## src/rtl/dmem_arb_pkg.sv

```systemverilog
// Shared types and funct3 decoding for the data-memory port arbiter.
package dmem_arb_pkg;

   typedef enum logic {
      IDLE   = 1'b0,
      ACCESS = 1'b1
   } state_t;

   localparam logic [2:0] F3_B  = 3'b000;
   localparam logic [2:0] F3_H  = 3'b001;
   localparam logic [2:0] F3_W  = 3'b010;
   localparam logic [2:0] F3_BU = 3'b100;
   localparam logic [2:0] F3_HU = 3'b101;

   // Returns 1 for a legal, aligned access; the error flag is its complement.
   function automatic logic is_legal(input logic [2:0] funct3, input logic [1:0] addr_lo);
      logic ok;
      case (funct3)
         F3_B, F3_BU: ok = 1'b1;
         F3_H, F3_HU: ok = ~addr_lo[0];
         F3_W:        ok = (addr_lo == 2'b00);
         default:     ok = 1'b0;
      endcase
      return ok;
   endfunction

endpackage

```

## src/rtl/dmem_rr_arb2.sv

```systemverilog
// Two-way round-robin grant: a lone requester wins, a tie goes to the port
// that did not win last time.
module dmem_rr_arb2 (
   input  logic [1:0] req,
   input  logic       rr_last,
   input  logic       enable,
   output logic [1:0] grant
);

   always_comb begin
      grant = 2'b00;
      if (enable) begin
         if (req == 2'b11) begin
            grant = rr_last ? 2'b01 : 2'b10;
         end else begin
            grant = req;
         end
      end
   end

endmodule

```

## src/rtl/dmem_port_arbiter.sv

```systemverilog
// Shared data-memory arbiter: grants one of two ports, runs a single-cycle
// memory access, and returns a one-cycle response pulse to the requester.
module dmem_port_arbiter
   import dmem_arb_pkg::*;
#(
   parameter int DM_ADDRESS = 9,
   parameter int DATA_W     = 32
) (
   input  logic                  clk,
   input  logic                  rst_n,
   input  logic [1:0]            req_valid,
   output logic [1:0]            req_ready,
   input  logic [1:0]            req_we,
   input  logic [DM_ADDRESS-1:0] req_addr   [2],
   input  logic [DATA_W-1:0]     req_wdata  [2],
   input  logic [2:0]            req_funct3 [2],
   output logic [1:0]            rsp_valid,
   output logic [DATA_W-1:0]     rsp_rdata  [2],
   output logic [1:0]            rsp_err,
   output logic                  mem_read,
   output logic                  mem_write,
   output logic [DM_ADDRESS-1:0] mem_addr,
   output logic [DATA_W-1:0]     mem_wdata,
   output logic [2:0]            mem_funct3,
   input  logic [DATA_W-1:0]     mem_rdata
);

   state_t                state_reg;
   logic                  rr_last_reg;
   logic                  cap_port_reg;
   logic                  cap_we_reg;
   logic                  cap_err_reg;

   logic [1:0]            grant;
   logic                  arb_enable;
   logic                  handshake;
   logic                  win_port;
   logic                  win_we;
   logic                  win_legal;
   logic [DM_ADDRESS-1:0] win_addr;
   logic [DATA_W-1:0]     win_wdata;
   logic [2:0]            win_funct3;

   logic [1:0]            rsp_hit;
   logic [1:0]            rsp_err_next;
   logic [DATA_W-1:0]     rsp_rdata_next [2];

   // Holding ready low while reset is asserted keeps reset outputs quiet.
   assign arb_enable = (state_reg == IDLE) && rst_n;

   dmem_rr_arb2 u_rr (
      .req     (req_valid),
      .rr_last (rr_last_reg),
      .enable  (arb_enable),
      .grant   (grant)
   );

   assign req_ready  = grant;
   assign handshake  = |grant;
   assign win_port   = grant[1];
   assign win_we     = req_we[win_port];
   assign win_addr   = req_addr[win_port];
   assign win_wdata  = req_wdata[win_port];
   assign win_funct3 = req_funct3[win_port];
   assign win_legal  = is_legal(win_funct3, win_addr[1:0]);

   always_ff @(posedge clk or negedge rst_n) begin
      if (!rst_n) begin
         state_reg    <= IDLE;
         rr_last_reg  <= 1'b1;
         cap_port_reg <= 1'b0;
         cap_we_reg   <= 1'b0;
         cap_err_reg  <= 1'b0;
         mem_read     <= 1'b0;
         mem_write    <= 1'b0;
         mem_addr     <= '0;
         mem_wdata    <= '0;
         mem_funct3   <= '0;
      end else begin
         case (state_reg)
            IDLE: begin
               if (handshake) begin
                  state_reg    <= ACCESS;
                  rr_last_reg  <= win_port;
                  cap_port_reg <= win_port;
                  cap_we_reg   <= win_we;
                  cap_err_reg  <= ~win_legal;
                  // An illegal request still occupies a slot but never strobes memory.
                  mem_read     <= win_legal & ~win_we;
                  mem_write    <= win_legal & win_we;
                  mem_addr     <= win_addr;
                  mem_wdata    <= win_wdata;
                  mem_funct3   <= win_funct3;
               end
            end
            ACCESS: begin
               state_reg  <= IDLE;
               mem_read   <= 1'b0;
               mem_write  <= 1'b0;
               mem_addr   <= '0;
               mem_wdata  <= '0;
               mem_funct3 <= '0;
            end
            default: state_reg <= IDLE;
         endcase
      end
   end

   assign rsp_hit = (state_reg == ACCESS) ? {cap_port_reg, ~cap_port_reg} : 2'b00;

   for (genvar gi = 0; gi < 2; gi++) begin : g_rsp_next
      assign rsp_err_next[gi]   = rsp_hit[gi] ? cap_err_reg : rsp_err[gi];
      assign rsp_rdata_next[gi] = !rsp_hit[gi]               ? rsp_rdata[gi] :
                                  (cap_err_reg | cap_we_reg) ? '0 : mem_rdata;
   end

   always_ff @(posedge clk or negedge rst_n) begin
      if (!rst_n) begin
         rsp_valid <= 2'b00;
         rsp_err   <= 2'b00;
         for (int i = 0; i < 2; i++) begin
            rsp_rdata[i] <= '0;
         end
      end else begin
         rsp_valid <= rsp_hit;
         rsp_err   <= rsp_err_next;
         for (int i = 0; i < 2; i++) begin
            rsp_rdata[i] <= rsp_rdata_next[i];
         end
      end
   end

endmodule

```

## config.mk

```make
export PLATFORM = sky130hd
export DESIGN_NAME = dmem_port_arbiter
export DESIGN_NICKNAME = d
export VERILOG_FILES = /design/src/rtl/dmem_arb_pkg.sv /design/src/rtl/dmem_rr_arb2.sv /design/src/rtl/dmem_port_arbiter.sv
export SDC_FILE = /design/constraint.sdc
export NUM_CORES = 1
export LEC_CHECK = 0
export CAP_MARGIN = 40
export CORE_MARGIN = 1
export CORE_UTILIZATION = 37
export DETAILED_ROUTE_END_ITERATION = 8
export GPL_ROUTABILITY_DRIVEN = 0
export GPL_TIMING_DRIVEN = 0
export PLACE_DENSITY = 0.82
export SLEW_MARGIN = 10
export SYNTH_ARGS = -nofsm -noshare
export SYNTH_HDL_FRONTEND = slang
export SYNTH_SLANG_ARGS = --single-unit
```

## constraint.sdc

```tcl
create_clock -name clk -period 1.45 [get_ports clk]
set_clock_uncertainty 0.05 [all_clocks]
set_input_delay 0.2175 -clock clk [delete_from_list [all_inputs] [get_ports clk]]
set_output_delay 0.2175 -clock clk [all_outputs]
set_load 0.05 [all_outputs]
```

==> key figures <==
Routing
  – Iteration-0 DRC Markers: 259
  – Routed WL per cell: 18.1 µm
  – DRT Pass-1 Iters: 5
  – Total routed wirelength: 17500 µm
  – Via-per-instance ratio: about 5.1
  – Via count: between 4000 and 5000
  – Post-route ant nets: 0
  – Drc violations: 0

Outcome
  – Failing checks: negative setup slack
  – Status: finished with violations

Setup path
  – CP delay by family, top: flip-flops
  – Reg2Reg Depth: 8
  – Critical path arrival: 1.42 ns
  – CP max stage delay: 0.43 ns
  – Crit-path max FO: 4
  – CP Launch Type: flip-flop
  – Required @ worst endpoint: roughly 1.2 ns
  – Reg2reg start: state_reg
  – Worst reg2reg setup slack: -0.22 ns
  – Worst Path Buf+Inv: 3
  – WS Path Type: flip-flop to primary output
  – CP max-delay cell: dfrtp_2
  – CP Cell Sequence: nor2b_4 > buf_12 > nand2_8 > inv_8 > buf_8
  – Reg-to-reg endpoint: mem_wdata[9]
  – Critical path endpoint category: primary output

Synthesis
  – Synth top area cells: dfrtp_1 58%, mux2i_1 8.6%, nand2_1 7.6%
  – Distinct cells, synth: 27
  – Yosys reg bits: around 120
  – Yosys top cell by area: dfrtp_1
  – Ys flop type: dfrtp_1
  – Sequential area share after synthesis: 58.3%
  – Most frequent cell after synthesis: dfrtp_1
  – Area share of the largest cell type after synthesis: between 50% and 60%
  – Post-synth top cells: 118 x dfrtp_1, 103 x nand2_1, 75 x o21ai_1
  – Synth Cell Area: approximately 5100 µm²
  – Syn. warnings: 0
  – Mapped Nets: around 610
  – Synthesized area per cell: 10.6 µm²
  – Number of enable flip-flop cells after synthesis: 0
  – Post-synthesis async set-or-reset flop share: 100%
  – Synth Instances: 482

CTS
  – CTS root buffer: clkbuf_16
  – Clk slew on worst S/H paths: around 0.06 ns
  – Clock tree from TritonCTS: built
  – CTS H-tree lvls: 4
  – Max Root-Sink Buffers: 2
  – CTS Buf Count: 17
  – Clock sink total: 119
  – Clock Latency Late Sink: between 0.4 and 0.5 ns

Global route
  – Vias in the first global route: 5302
  – Initial antenna violation count: 1
  – Largest net degree at the start of global routing: 58
  – Total GRT Usage: ~24%
  – Grt ovf: 0
  – First-pass GRT wire length: 26600 µm

Pwr
  – Lkg Pwr: 4.17 nW
  – Maximum VDD drop: 0.776 mV
  – P per Cell Area: 1630 nW/µm²

Run
  – Max cap viols: 0

Floorplanning
  – Core area: approximately 13000 µm²
  – Initial core utilization: about two fifths
  – Die width: approximately 120 µm
  – Rows: 42
  – IO Count: 242
  – Die area: 14300 µm²
  – Die Y: 120 µm

STA
  – Final Hold Fails: 0
  – Tightest Pin Transition: 0.340 ns
  – Post-route worst setup slack: -0.241 ns
  – Slew Limit Fails: 0
  – Minimum clock period after layout: 1.69 ns
  – RSZ-0062 raised after global routing: true
  – Setup-failing EPs final: 51
  – Fmax: between 0.5 and 0.6 GHz
  – Slew margin rel.: 77.3%
  – WHS: 0.307 ns
  – Final critical-path share of the clock period: 117%

Placed design
  – Post-detail-place hpwl: 11800 µm
  – Worst slack at placement: -1.27 ns
  – I/O Buffers: about 240

Final layout
  – Synthesis-to-finish area growth: 75.7%
  – Ratio of cells with drive above 1 in the final layout: 30.3%
  – Largest regs: rsp_rdata x64, mem_wdata x32, mem_addr x9
  – Layout Utilization: 67.3%
  – Max reg flops: 64
  – Final net count: between 900 and 1000
  – Register name with the most flops: rsp_rdata

Min path
  – HP Class: input port to asynchronous set/reset pin
## cell usage in the layout, fill, tap and decap left out, types with 5 or more instances in the layout
cell type | Yosys | routed
buf_8 | 0 | 8
dfrtp_1 | 118 | 117
nand2_1 | 103 | 101
mux2i_2 | 1 | 6
clkbuf_16 | 0 | 22
clkinv_2 | 0 | 5
nand3b_1 | 46 | 46
o21ai_0 | 34 | 33
clkdlybuf4s15_2 | 0 | 59
buf_4 | 4 | 14
o21ai_1 | 75 | 75
clkbuf_2 | 0 | 11
clkdlybuf4s50_1 | 0 | 124
clkdlybuf4s18_2 | 0 | 17
buf_6 | 5 | 13
mux2i_1 | 44 | 35
buf_2 | 13 | 41
buf_12 | 0 | 11
## metal layers
metal	GRT usage [%]	wire, µm	vias up
met5	0	0	-
met3	6.27	1230	32
met4	10.0	434	0
li1	-	-	2255
met1	26.8	6670	2409
met2	44.2	9170	217
## how the worst max path moves through the flow
stage	slack, ns	start	to	depth (start not counted)
after floorplan	0.04	state_reg	req_ready[0]	3
after global placement	-5.11	rst_n	req_ready[1]	5
after detailed placement	-1.27	rst_n	req_ready[1]	6
after CTS	-0.26	state_reg	req_ready[0]	4
after global routing	-0.30	state_reg	req_ready[1]	5
final	-0.24	state_reg	req_ready[1]	5
## report_power, final
| part | leakage [nW] | internal (mW) | switching (mW) | total (mW) |
|---|---|---|---|---|
| clock | 0.266 | 2.39 | 1.54 | 3.93 |
| sequential | 1.54 | 4.11 | 0.495 | 4.61 |
| combinational | 2.36 | 1.95 | 4.16 | 6.12 |
## tightest hold or removal path: cells and delay by family
kind                   cells  cell delay, ns
buffers and inverters      3            0.90
## stage by stage
stage          setup TNS (ns)  power, mW  area [µm²]  instances
2_1_floorplan               0       8.31        5110        482
3_3_place_gp          -748.90       10.6        7750        899
3_5_place_dp           -41.86       10.8        7770        900
4_1_cts                 -4.15       14.6        8730        945
5_1_grt                -10.23       15.2        8980        965
6_report                -6.50       14.7        8980        966
## logic make-up after synthesis
| kind of cell | count (synthesis) | share of synthesized area, % |
|---|---|---|
| and+or+nand+nor | 154 | 15.3 |
| buffers and inverters | 41 | 4.41 |
| muxes | 48 | 9.55 |
| DFF | 119 | 58.3 |
| AOI/OAI and AO/OA | 120 | 12.4 |
## cell type report
class / count / area [µm²]
Clock buffer: 20 / 447
Timing Repair Buffer: 275 / 2820
Fill cell: 1013 / 4370
Tap cell: 176 / 220
Clock inverter: 12 / 104
Multi-Input combinational cell: 322 / 2020
Buffer: 36 / 364
Inverter: 5 / 26.3
Sequential cell: 119 / 2980
Antenna cell: 1 / 2.50
## timing repair
item	in CTS	in global routing
endpoints found under the setup margin	169	168
endpoints found under the hold margin	86	118
setup buffers	11	9
cloned	2	5
gates resized for setup	404	145
pin swaps	0	4
(Power assumes the default switching activity.)
